File: config.mk
export PLATFORM = sky130hd
export DESIGN_NAME = ahb_slave_mux_n
export DESIGN_NICKNAME = d
export VERILOG_FILES = /design/src/rtl/ahb_pkg.sv /design/src/rtl/ahb_default_slave.sv /design/src/rtl/ahb_slave_mux_n.sv
export SDC_FILE = /design/constraint.sdc
export NUM_CORES = 1
export LEC_CHECK = 0
export CAP_MARGIN = 20
export CORE_ASPECT_RATIO = 0.8
export CORE_MARGIN = 4
export CORE_UTILIZATION = 31
export CTS_CLUSTER_DIAMETER = 80
export DETAILED_ROUTE_END_ITERATION = 12
export GPL_TIMING_DRIVEN = 0
export PLACE_DENSITY = 0.87
export SETUP_SLACK_MARGIN = 0.2
export SYNTH_ARGS = -nofsm -noshare
export SYNTH_HDL_FRONTEND = slang
export SYNTH_SLANG_ARGS = --single-unit
File: constraint.sdc
create_clock -name HCLK -period 3.3 [get_ports HCLK]
set_input_delay 0.33 -clock HCLK [delete_from_list [all_inputs] [get_ports HCLK]]
set_output_delay 0.33 -clock HCLK [all_outputs]
set_load 0.05 [all_outputs]
File: src/rtl/ahb_pkg.sv
// ---------------------------------------------------------------------------
// ahb_pkg
// Shared AHB-Lite definitions for bus-segment infrastructure blocks:
//   - HTRANS transfer-type encodings (IDLE / BUSY / NONSEQ / SEQ)
//   - HRESP encodings (OKAY / ERROR)
//   - state enum of the reusable default slave
// No ports; imported by ahb_default_slave and ahb_slave_mux_n.
// ---------------------------------------------------------------------------
package ahb_pkg;

    localparam logic [1:0] HTRANS_IDLE   = 2'b00;
    localparam logic [1:0] HTRANS_BUSY   = 2'b01;
    localparam logic [1:0] HTRANS_NONSEQ = 2'b10;
    localparam logic [1:0] HTRANS_SEQ    = 2'b11;

    localparam logic HRESP_OKAY  = 1'b0;
    localparam logic HRESP_ERROR = 1'b1;

    // Default slave: idle (zero-wait OKAY), then the two cycles of an ERROR
    typedef enum logic [1:0] {
        DS_IDLE = 2'b00,
        DS_ERR1 = 2'b01,
        DS_ERR2 = 2'b10
    } dsState_t;

endpackage

File: src/rtl/ahb_default_slave.sv
// ---------------------------------------------------------------------------
// ahb_default_slave
// Answers data phases that no real slave owns. Unmapped NONSEQ/SEQ transfers
// get the two-cycle AHB ERROR response; IDLE/BUSY get a zero-wait OKAY.
// Ports:
//   HCLK, HRESETn   clock, asynchronous active-low reset
//   i_hready        bus-level HREADY (address phase accepted when 1)
//   i_unmapped      address phase is an active transfer with no HSEL bit set
//   i_selNone       no real slave owns the current data phase
//   o_dsReady       default-slave HREADYOUT contribution
//   o_dsResp        default-slave HRESP contribution
// ---------------------------------------------------------------------------
module ahb_default_slave
    import ahb_pkg::*;
(
    input  logic HCLK,
    input  logic HRESETn,
    input  logic i_hready,
    input  logic i_unmapped,
    input  logic i_selNone,
    output logic o_dsReady,
    output logic o_dsResp
);

    dsState_t r_state;
    dsState_t w_nextState;

    // State register; reset abandons any ERROR sequence in progress
    always_ff @(posedge HCLK or negedge HRESETn) begin
        if (!HRESETn) begin
            r_state <= DS_IDLE;
        end else begin
            r_state <= w_nextState;
        end
    end

    // Next state and outputs. Outputs are only driven while no real slave
    // owns the data phase so the top can OR them straight into the bus.
    // ERR2 is already a ready cycle, so a new unmapped transfer seen there
    // is being accepted and restarts the ERROR pair immediately.
    always_comb begin
        w_nextState = r_state;
        o_dsReady   = 1'b0;
        o_dsResp    = HRESP_OKAY;
        case (r_state)
            DS_IDLE: begin
                o_dsReady = i_selNone;
                if (i_hready && i_unmapped) begin
                    w_nextState = DS_ERR1;
                end
            end
            DS_ERR1: begin
                o_dsResp    = i_selNone ? HRESP_ERROR : HRESP_OKAY;
                w_nextState = DS_ERR2;
            end
            DS_ERR2: begin
                o_dsReady   = i_selNone;
                o_dsResp    = i_selNone ? HRESP_ERROR : HRESP_OKAY;
                w_nextState = i_unmapped ? DS_ERR1 : DS_IDLE;
            end
            default: begin
                w_nextState = DS_IDLE;
            end
        endcase
    end

endmodule

File: src/rtl/ahb_slave_mux_n.sv
// ---------------------------------------------------------------------------
// ahb_slave_mux_n
// AHB-Lite data-phase response multiplexer for an N-slave segment, with an
// integrated default slave and a per-transfer wait-state watchdog.
// Ports:
//   HCLK, HRESETn   clock, asynchronous active-low reset
//   HREADY          bus HREADY (fed back from HREADYOUT by the fabric)
//   HSEL            one-hot address-phase slave select
//   HTRANS          address-phase transfer type
//   HREADYOUT_S, HRESP_S, HRDATA_S, HEXOKAY_S   per-slave responses
//   TIMEOUT_CLR     synchronous clear of TIMEOUT_STS
//   HREADYOUT, HRESP, HRDATA, HEXOKAY           muxed response to master
//   TIMEOUT_PULSE   one-cycle timeout event
//   TIMEOUT_STS     sticky timeout flag
//   TIMEOUT_IDX     index of the slave that last timed out
// ---------------------------------------------------------------------------
module ahb_slave_mux_n
    import ahb_pkg::*;
#(
    parameter int NUM_SLAVES     = 4,
    parameter int DATA_WIDTH     = 32,
    parameter int TIMEOUT_CYCLES = 256,
    parameter int IDX_W          = (NUM_SLAVES > 1) ? $clog2(NUM_SLAVES) : 1
) (
    input  logic                            HCLK,
    input  logic                            HRESETn,
    input  logic                            HREADY,
    input  logic [NUM_SLAVES-1:0]           HSEL,
    input  logic [1:0]                      HTRANS,
    input  logic [NUM_SLAVES-1:0]           HREADYOUT_S,
    input  logic [NUM_SLAVES-1:0]           HRESP_S,
    input  logic [NUM_SLAVES*DATA_WIDTH-1:0] HRDATA_S,
    input  logic [NUM_SLAVES-1:0]           HEXOKAY_S,
    input  logic                            TIMEOUT_CLR,
    output logic                            HREADYOUT,
    output logic                            HRESP,
    output logic [DATA_WIDTH-1:0]           HRDATA,
    output logic                            HEXOKAY,
    output logic                            TIMEOUT_PULSE,
    output logic                            TIMEOUT_STS,
    output logic [IDX_W-1:0]                TIMEOUT_IDX
);

    logic [NUM_SLAVES-1:0] r_sel;
    logic                  w_selNone;
    logic                  w_unmapped;
    logic                  w_dsReady;
    logic                  w_dsResp;
    logic                  w_slvReady;
    logic                  w_slvResp;
    logic [DATA_WIDTH-1:0] w_rdata;
    logic                  w_exokay;
    logic [IDX_W-1:0]      w_selIdx;

    assign w_selNone  = ~|r_sel;
    assign w_unmapped = ~|HSEL && (HTRANS == HTRANS_NONSEQ || HTRANS == HTRANS_SEQ);

    // Data-phase owner: captured on every accepted address phase and held
    // through wait states so a new HSEL cannot glitch the current response
    always_ff @(posedge HCLK or negedge HRESETn) begin
        if (!HRESETn) begin
            r_sel <= '0;
        end else if (HREADY) begin
            r_sel <= HSEL;
        end
    end

    ahb_default_slave u_defaultSlave (
        .HCLK       (HCLK),
        .HRESETn    (HRESETn),
        .i_hready   (HREADY),
        .i_unmapped (w_unmapped),
        .i_selNone  (w_selNone),
        .o_dsReady  (w_dsReady),
        .o_dsResp   (w_dsResp)
    );

    // AND-OR response mux; with r_sel all zero every term drops out and the
    // default slave alone supplies ready/response
    always_comb begin
        w_slvReady = 1'b0;
        w_slvResp  = 1'b0;
        w_rdata    = '0;
        w_exokay   = 1'b0;
        for (int i = 0; i < NUM_SLAVES; i++) begin
            w_slvReady = w_slvReady | (r_sel[i] & HREADYOUT_S[i]);
            w_slvResp  = w_slvResp  | (r_sel[i] & HRESP_S[i]);
            w_exokay   = w_exokay   | (r_sel[i] & HEXOKAY_S[i]);
            w_rdata    = w_rdata | ({DATA_WIDTH{r_sel[i]}} & HRDATA_S[i*DATA_WIDTH +: DATA_WIDTH]);
        end
    end

    assign HREADYOUT = w_slvReady | w_dsReady;
    assign HRESP     = w_slvResp  | w_dsResp;
    assign HRDATA    = w_rdata;
    assign HEXOKAY   = w_exokay;

    // One-hot to index encoder for the watchdog's slave report
    always_comb begin
        w_selIdx = '0;
        for (int i = 0; i < NUM_SLAVES; i++) begin
            if (r_sel[i]) begin
                w_selIdx = w_selIdx | IDX_W'(i);
            end
        end
    end

    generate
        if (TIMEOUT_CYCLES > 0) begin : g_watchdog
            localparam int CNT_W = $clog2(TIMEOUT_CYCLES + 1);
            localparam logic [CNT_W-1:0] CNT_MAX = CNT_W'(TIMEOUT_CYCLES);
            localparam logic [CNT_W-1:0] CNT_PRE = CNT_W'(TIMEOUT_CYCLES - 1);

            logic [CNT_W-1:0] r_waitCnt;
            logic             r_pulse;
            logic             r_sts;
            logic [IDX_W-1:0] r_idx;
            logic             w_stall;
            logic             w_hit;

            assign w_stall = ~w_selNone & ~HREADYOUT;
            // Only the step onto the saturation value fires, so a long
            // stall produces exactly one event per transfer
            assign w_hit   = w_stall && (r_waitCnt == CNT_PRE);

            // Consecutive wait-state counter for the transfer in progress
            always_ff @(posedge HCLK or negedge HRESETn) begin
                if (!HRESETn) begin
                    r_waitCnt <= '0;
                end else if (HREADYOUT) begin
                    r_waitCnt <= '0;
                end else if (w_stall && r_waitCnt != CNT_MAX) begin
                    r_waitCnt <= r_waitCnt + CNT_W'(1);
                end
            end

            // Timeout reporting; a new event beats a simultaneous clear so
            // software can never miss it
            always_ff @(posedge HCLK or negedge HRESETn) begin
                if (!HRESETn) begin
                    r_pulse <= 1'b0;
                    r_sts   <= 1'b0;
                    r_idx   <= '0;
                end else begin
                    r_pulse <= w_hit;
                    if (w_hit) begin
                        r_sts <= 1'b1;
                        r_idx <= w_selIdx;
                    end else if (TIMEOUT_CLR) begin
                        r_sts <= 1'b0;
                    end
                end
            end

            assign TIMEOUT_PULSE = r_pulse;
            assign TIMEOUT_STS   = r_sts;
            assign TIMEOUT_IDX   = r_idx;
        end else begin : g_noWatchdog
            assign TIMEOUT_PULSE = 1'b0;
            assign TIMEOUT_STS   = 1'b0;
            assign TIMEOUT_IDX   = '0;
        end
    endgenerate

    // The decoder must never select more than one slave on an accepted phase
    assert property (@(posedge HCLK) disable iff (!HRESETn) HREADY |-> $onehot0(HSEL));

endmodule

After elaboration in Yosys (flattened, before gate mapping)
Index checks and enable logic that the tools add are counted.
{ "op_classes": {"addsub": 1, "n_mul": 0, "div": 0, "order_cmp": 0, "eq_ne": 7, "shifts": 0, "n_mux": 13, "bitwise": 32, "n_reduce_logical": 14} }
{ "ops": {"columns": ["cell", "count"], "rows": [
  ["$and A32 B32 Y32", 4],
  ["$or A32 B32 Y32", 3],
  ["$mux W9", 2],
  ["$and A1 B1 Y1", 13],
  ["$or A1 B1 Y1", 11],
  ["$add A9 B1 Y9 const B", 1],
  ["$eq A9 B8 Y1 const B", 1],
  ["$ne A9 B9 Y1 const B", 1],
  ["$reduce_or A4 Y1", 2],
  ["$mux W1", 7],
  ["$eq A2 B2 Y1 const B", 3],
  ["$mux W2", 3],
  ["$pmux W2 S3", 1],
  ["$logic_and A1 B1 Y1", 4],
  ["$reduce_bool A2 Y1", 2],
  ["$reduce_or A2 Y1", 2],
  ["$eq A2 B1 Y1 const B", 1],
  ["$logic_not A1 Y1", 2],
  ["$logic_not A2 Y1", 1],
  ["$ne A2 B1 Y1 const B", 1],
  ["$logic_or A1 B1 Y1", 1],
  ["$not A1 Y1", 1]
]} }
{ "word_totals": {"regBits": 19, "latchBits": 0, "ram_bits": 0, "mem_bits_ro": 0, "in_bits": 150, "out_inout_bits": 39, "word_cells": 73, "memories": 0} }

Logic depth before layout (Yosys ltp)
{ "logic_depth": {"depth_word": 10, "mapped_depth": 7, "depth_no_buf": 6} }

Cells and area by module
Synthesis repeated with hierarchy kept, for this count alone.
{ "hier_totals": {"hier_cells": 212, "hier_area_um2": 1716.6} }
{ "modules_own_cells": {"columns": ["module", "n_inst", "cells_each", "area_each_um2", "seq_area_each_um2"], "rows": [
  ["ahb_slave_mux_n", 1, 197, 1551.5, 425.4],
  ["ahb_default_slave", 1, 15, 165.2, 50.0]
]} }

Least setup slack after synthesis
No wires, ideal clock.
{ "synth_path": {"path_type": "reg2out", "from": "register u_defaultSlave.r_state[0]", "to": "output port HREADYOUT", "arrival_ps": 1692, "required_time_ps": 2970, "path_slack_ps": 1278, "stages_incl_launch_ff": 6, "path_buffers": 0, "path_cell_list": "dfrtp_1 -> inv_1 -> ha_1 -> or2_2 -> a211oi_2 -> inv_1"} }
{ "synth_between": {"elab_chain_cells": 4, "word_cells_on_any_way": 5, "classes_between": "eq/ne (1); mux (1); bitwise (1); reduce/logical (2)"} }
{ "synth_rtl": {"columns": ["item", "line", "rtl"], "rows": [
  ["from (decl)", "ahb_default_slave.sv:25", "dsState_t r_state;"],
  ["from (signal assigned)", "ahb_default_slave.sv:33", "r_state <= w_nextState;"],
  ["$eq A2 B2 Y1 or $logic_not A2 Y1 (tied branches)", "ahb_default_slave.sv:45", "case (r_state)"],
  ["$reduce_or A2 Y1 (no line) *", null, null],
  ["$mux W1 *", "ahb_default_slave.sv:45", null],
  ["$or A1 B1 Y1 *", "ahb_slave_mux_n.sv:93", "assign HREADYOUT = w_slvReady | w_dsReady;"],
  ["to (decl)", "ahb_slave_mux_n.sv:35", "output logic HREADYOUT,"]
]} }
Every way passes the cells marked *; elsewhere a longest branch is shown, timed or not.

Worst setup path in the final report
{ "layout_path": {"from": "register r_sel[3]", "to": "output port HRDATA[6]"} }
{ "layout_between": {"elab_chain_cells": 2} }
{ "layout_rtl": {"columns": ["item", "line", "rtl"], "rows": [
  ["from (decl)", "ahb_slave_mux_n.sv:44", "logic [NUM_SLAVES-1:0] r_sel;"],
  ["from (signal assigned)", "ahb_slave_mux_n.sv:62", "r_sel <= '0;"],
  ["from (signal assigned)", "ahb_slave_mux_n.sv:64", "r_sel <= HSEL;"],
  ["$and A32 B32 Y32", "ahb_slave_mux_n.sv:89", "w_rdata = w_rdata | ({DATA_WIDTH{r_sel[i]}} & HRDATA_S[i*DATA_WIDTH +: DATA_WIDTH]);"],
  ["$or A32 B32 Y32", "ahb_slave_mux_n.sv:89", null],
  ["to (decl)", "ahb_slave_mux_n.sv:37", "output logic [DATA_WIDTH-1:0] HRDATA,"]
]} }
No other way between the ends.

==> flow_metrics.env <==
export IMPL_synth_cells=221
export IMPL_placed_cells=486
export IMPL_post_route_period_util_pct=85.9
export IMPL_place_gp_congestion=0.814
export IMPL_area_growth_syn_to_layout_pct=114
export IMPL_numPortBuffers=187
export IMPL_cts_made_buffers=3
export IMPL_cp_end_kind="primary output"
export IMPL_p_leak_uw=0.00157
export IMPL_synth_compound_area_share_pct=37.2
export IMPL_rr_startpoint="u_defaultSlave.r_state[0]$_DFFE_PN0P_"
export IMPL_drv_cap=0
export IMPL_p_per_area_mw_per_mm2=328
export IMPL_drv_slew=0
export IMPL_synth_nets=378
export IMPL_num_rows=24
export IMPL_clkLatencyLatePin_ns=0.25
export IMPL_wl_mm=8.18
export IMPL_synth_cell_types=36
export IMPL_ios=189
export IMPL_ir_drop_v=0.000186
export IMPL_finalSetupViolCount=0
export IMPL_fmax_mhz=353
export IMPL_cts_tree="yes"
export IMPL_setup_tns_ns=0
export IMPL_synthMuxAreaShare_pct=4.86
export IMPL_r2r_slack_ns=1.39
export IMPL_crit_arrival_ns=2.50
export IMPL_cts_clk_slew_worst_paths_ns=0.07
export IMPL_final_antenna_net_count=0
export IMPL_hold_end="TIMEOUT_STS$_DFFE_PN0P_"
export IMPL_outcome="completed"
export IMPL_initial_utilization_pct=32.3
export IMPL_cts_setup_buffers=0
export IMPL_worst_hold_path_type="register to register"
export IMPL_synthAdderAreaFrac_pct=4.93
export IMPL_tightest_slew_ns=0.854
export IMPL_skew_ns=0.00433
export IMPL_die_area_sq_mm=0.00701
export IMPL_grt_ovfl_total=0
export IMPL_grt_pass1_wl_mm=11.9
export IMPL_grt_setup_unrepaired="no"
export IMPL_wl_per_cell_um=16.7
export IMPL_final_common_cell="clkdlybuf4s50_1"
export IMPL_synthSimpleGateAreaFrac_pct=19.4
export IMPL_grt_max_degree=20
export IMPL_drcViolationCount=0
export IMPL_cts_max_path_buffers=2
export IMPL_cp_max_fo=10
export IMPL_required_ns=2.97
export IMPL_synthesis_area_sq_mm=0.00178
export IMPL_h_tree_depth=1
export IMPL_slew_headroom_pct=42.9
export IMPL_track_usage_pct=21.3
export IMPL_intPower_uw=705
export IMPL_num_antenna_cells=0
export IMPL_cts_root_buf="clkbuf_8"
export IMPL_syn_area_per_cell_sq_um=8.03
export IMPL_routed_via_count=2557
export IMPL_dr_pass1_iters=5
export IMPL_antenna_found_initial=0
export IMPL_p_seq_share_pct=22.3
export IMPL_swShare_pct=43.5
export IMPL_drt_iter0_drc=164
export IMPL_design_core_area_sq_mm=0.00550
export IMPL_criticalPathCategory="register to primary output"
export IMPL_vias_per_cell=5.22
export IMPL_synth_xor_area_share_pct=0.493
export IMPL_die_h_um=75.7
export IMPL_r2r_end="g_watchdog.r_waitCnt[4]$_DFFE_PN0P_"
export IMPL_die_w_um=92.6
export IMPL_yosysWarnings=0
export IMPL_layout_common_cells="clkdlybuf4s50_1 (186), a22oi_1 (68), nand2_1 (43)"
export IMPL_drive_gt1_share_pct=4.61
export IMPL_yosys_register_bits=19
export IMPL_synth_seq_area_share_pct=26.8
export IMPL_holdCritStartpoint="TIMEOUT_STS$_DFFE_PN0P_"
export IMPL_combPwrFrac_pct=65.1
export IMPL_nets=570
export IMPL_holdPathStages=1
export IMPL_cp_start_kind="register"
export IMPL_finalNonFillerCells=490
export IMPL_clock_sinks=19
export IMPL_clkPwrFrac_pct=12.7
export IMPL_ff2ff_path_depth=6
export IMPL_grt_pass1_vias=2548
export IMPL_period_needed_ns=2.83
export IMPL_synth_top_family_by_area="compound AO/OA/AOI/OAI gates"
export IMPL_dp_hpwl_mm=6.92
export IMPL_switchingPower_uw=543
export IMPL_finalHoldViolCount=0
## worst max path at each step
stage	startpoint	end	depth (start not counted)
after global routing	r_sel[3]$_DFFE_PN0P_	HRDATA[26]	5
after global placement	u_defaultSlave.r_state[0]$_DFFE_PN0P_	HREADYOUT	6
after floorplan	u_defaultSlave.r_state[0]$_DFFE_PN0P_	HREADYOUT	5
final	r_sel[3]$_DFFE_PN0P_	HRDATA[6]	5
after detailed placement	u_defaultSlave.r_state[0]$_DFFE_PN0P_	HREADYOUT	6
after CTS	u_defaultSlave.r_state[0]$_DFFE_PN0P_	HREADYOUT	6
## cell type report
type / count / area, sq um
repair buffers: 187 / 1870
clock inverters: 1 / 5.00
clock buffers: 3 / 41.3
flip-flops and latches: 19 / 475
inverters: 10 / 37.5
multi-input cells: 175 / 1190
well taps: 78 / 97.6
fillers: 443 / 1690
plain buffers: 17 / 76.3
## repair_timing
action | 4_1_cts | 5_1_grt
setup endpoints to repair | 1 | 17
gates resized for setup | 1 | 3
hold buffers | 0 | 0
## stage by stage
stage	worst slack [ns]	cell area (sq um)	power, uW	utilization (%)	hold slack (ns)
global placement	0.540	3740	1070	68.1	0.461
CTS	0.281	3800	1260	69.1	0.485
finish	0.465	3800	1250	69.2	0.480
global route	0.344	3800	1330	69.2	0.498
detailed placement	0.434	3740	1090	68.1	0.468
floorplan	1.28	1780	718	-	0.0344
## logic make-up (layout without fill, tap and decap cells)
logic type / after synthesis / count (layout)
fa+ha+maj: 7 / 7
compound gates: 88 / 88
flops: 19 / 19
mux: 8 / 8
xor+xnor: 1 / 1
buf+inv: 27 / 218
simple gates: 71 / 71
## per-layer routing
metal	GRT usage, %	wire [um]	vias up
met4	3.90	42	0
met1	24.4	3130	1184
met2	40.0	4150	134
met5	0	0	-
met3	6.71	856	4
li1	-	-	1235
## sequential cells by signal, indices dropped and copies added (netlist names)
register                cells
TIMEOUT_STS                 1
TIMEOUT_PULSE               1
g_watchdog.r_waitCnt        9
TIMEOUT_IDX                 2
u_defaultSlave.r_state      2
r_sel                       4
## worst max-delay path, stage by stage, from the launching register on
cell	delay, ns
dfrtp_1	0.45
clkbuf_2	0.31
buf_1	0.43
a22oi_1	0.13
nand2_1	0.12
clkdlybuf4s50_1	0.81
## cells in the mapped netlist
master	instances	area, sq um
a211oi_2	1	12.5
a21o_1	3	22.5
a21oi_1	2	10.0
a22o_1	1	8.76
a22o_4	1	17.5
a22oi_1	68	510
and3_1	2	12.5
and4_1	1	8.76
buf_1	2	7.51
buf_2	3	15.0
buf_6	1	11.3
clkbuf_1	11	41.3
dfrtp_1	19	475
ha_1	7	87.6
inv_1	10	37.5
mux2_2	5	56.3
mux2i_1	3	30.0
nand2_1	43	161
nand3_1	10	50.1
nand4_1	1	6.26
nor2_1	3	11.3
nor3_1	1	5.00
nor4_1	2	12.5
nor4_4	1	21.3
nor4b_1	2	17.5
o211ai_1	5	37.5
o21ai_0	3	15.0
o21ai_1	1	5.00
o22ai_1	1	6.26
o31ai_1	2	15.0
or2_2	1	6.26
or2_4	1	8.76
or3_1	1	6.26
or3b_1	1	8.76
or4_1	1	7.51
xor2_1	1	8.76
## power by group through the flow
stage / Clock, uW / Sequential [uW] / Combinational [uW]
6_report: 158 / 278 / 812
3_3_place_gp: 0 / 279 / 790
4_1_cts: 165 / 277 / 817
5_1_grt: 176 / 281 / 867
2_1_floorplan: 0 / 275 / 443
3_5_place_dp: 0 / 282 / 808
Power figures use the tool's default switching activity.
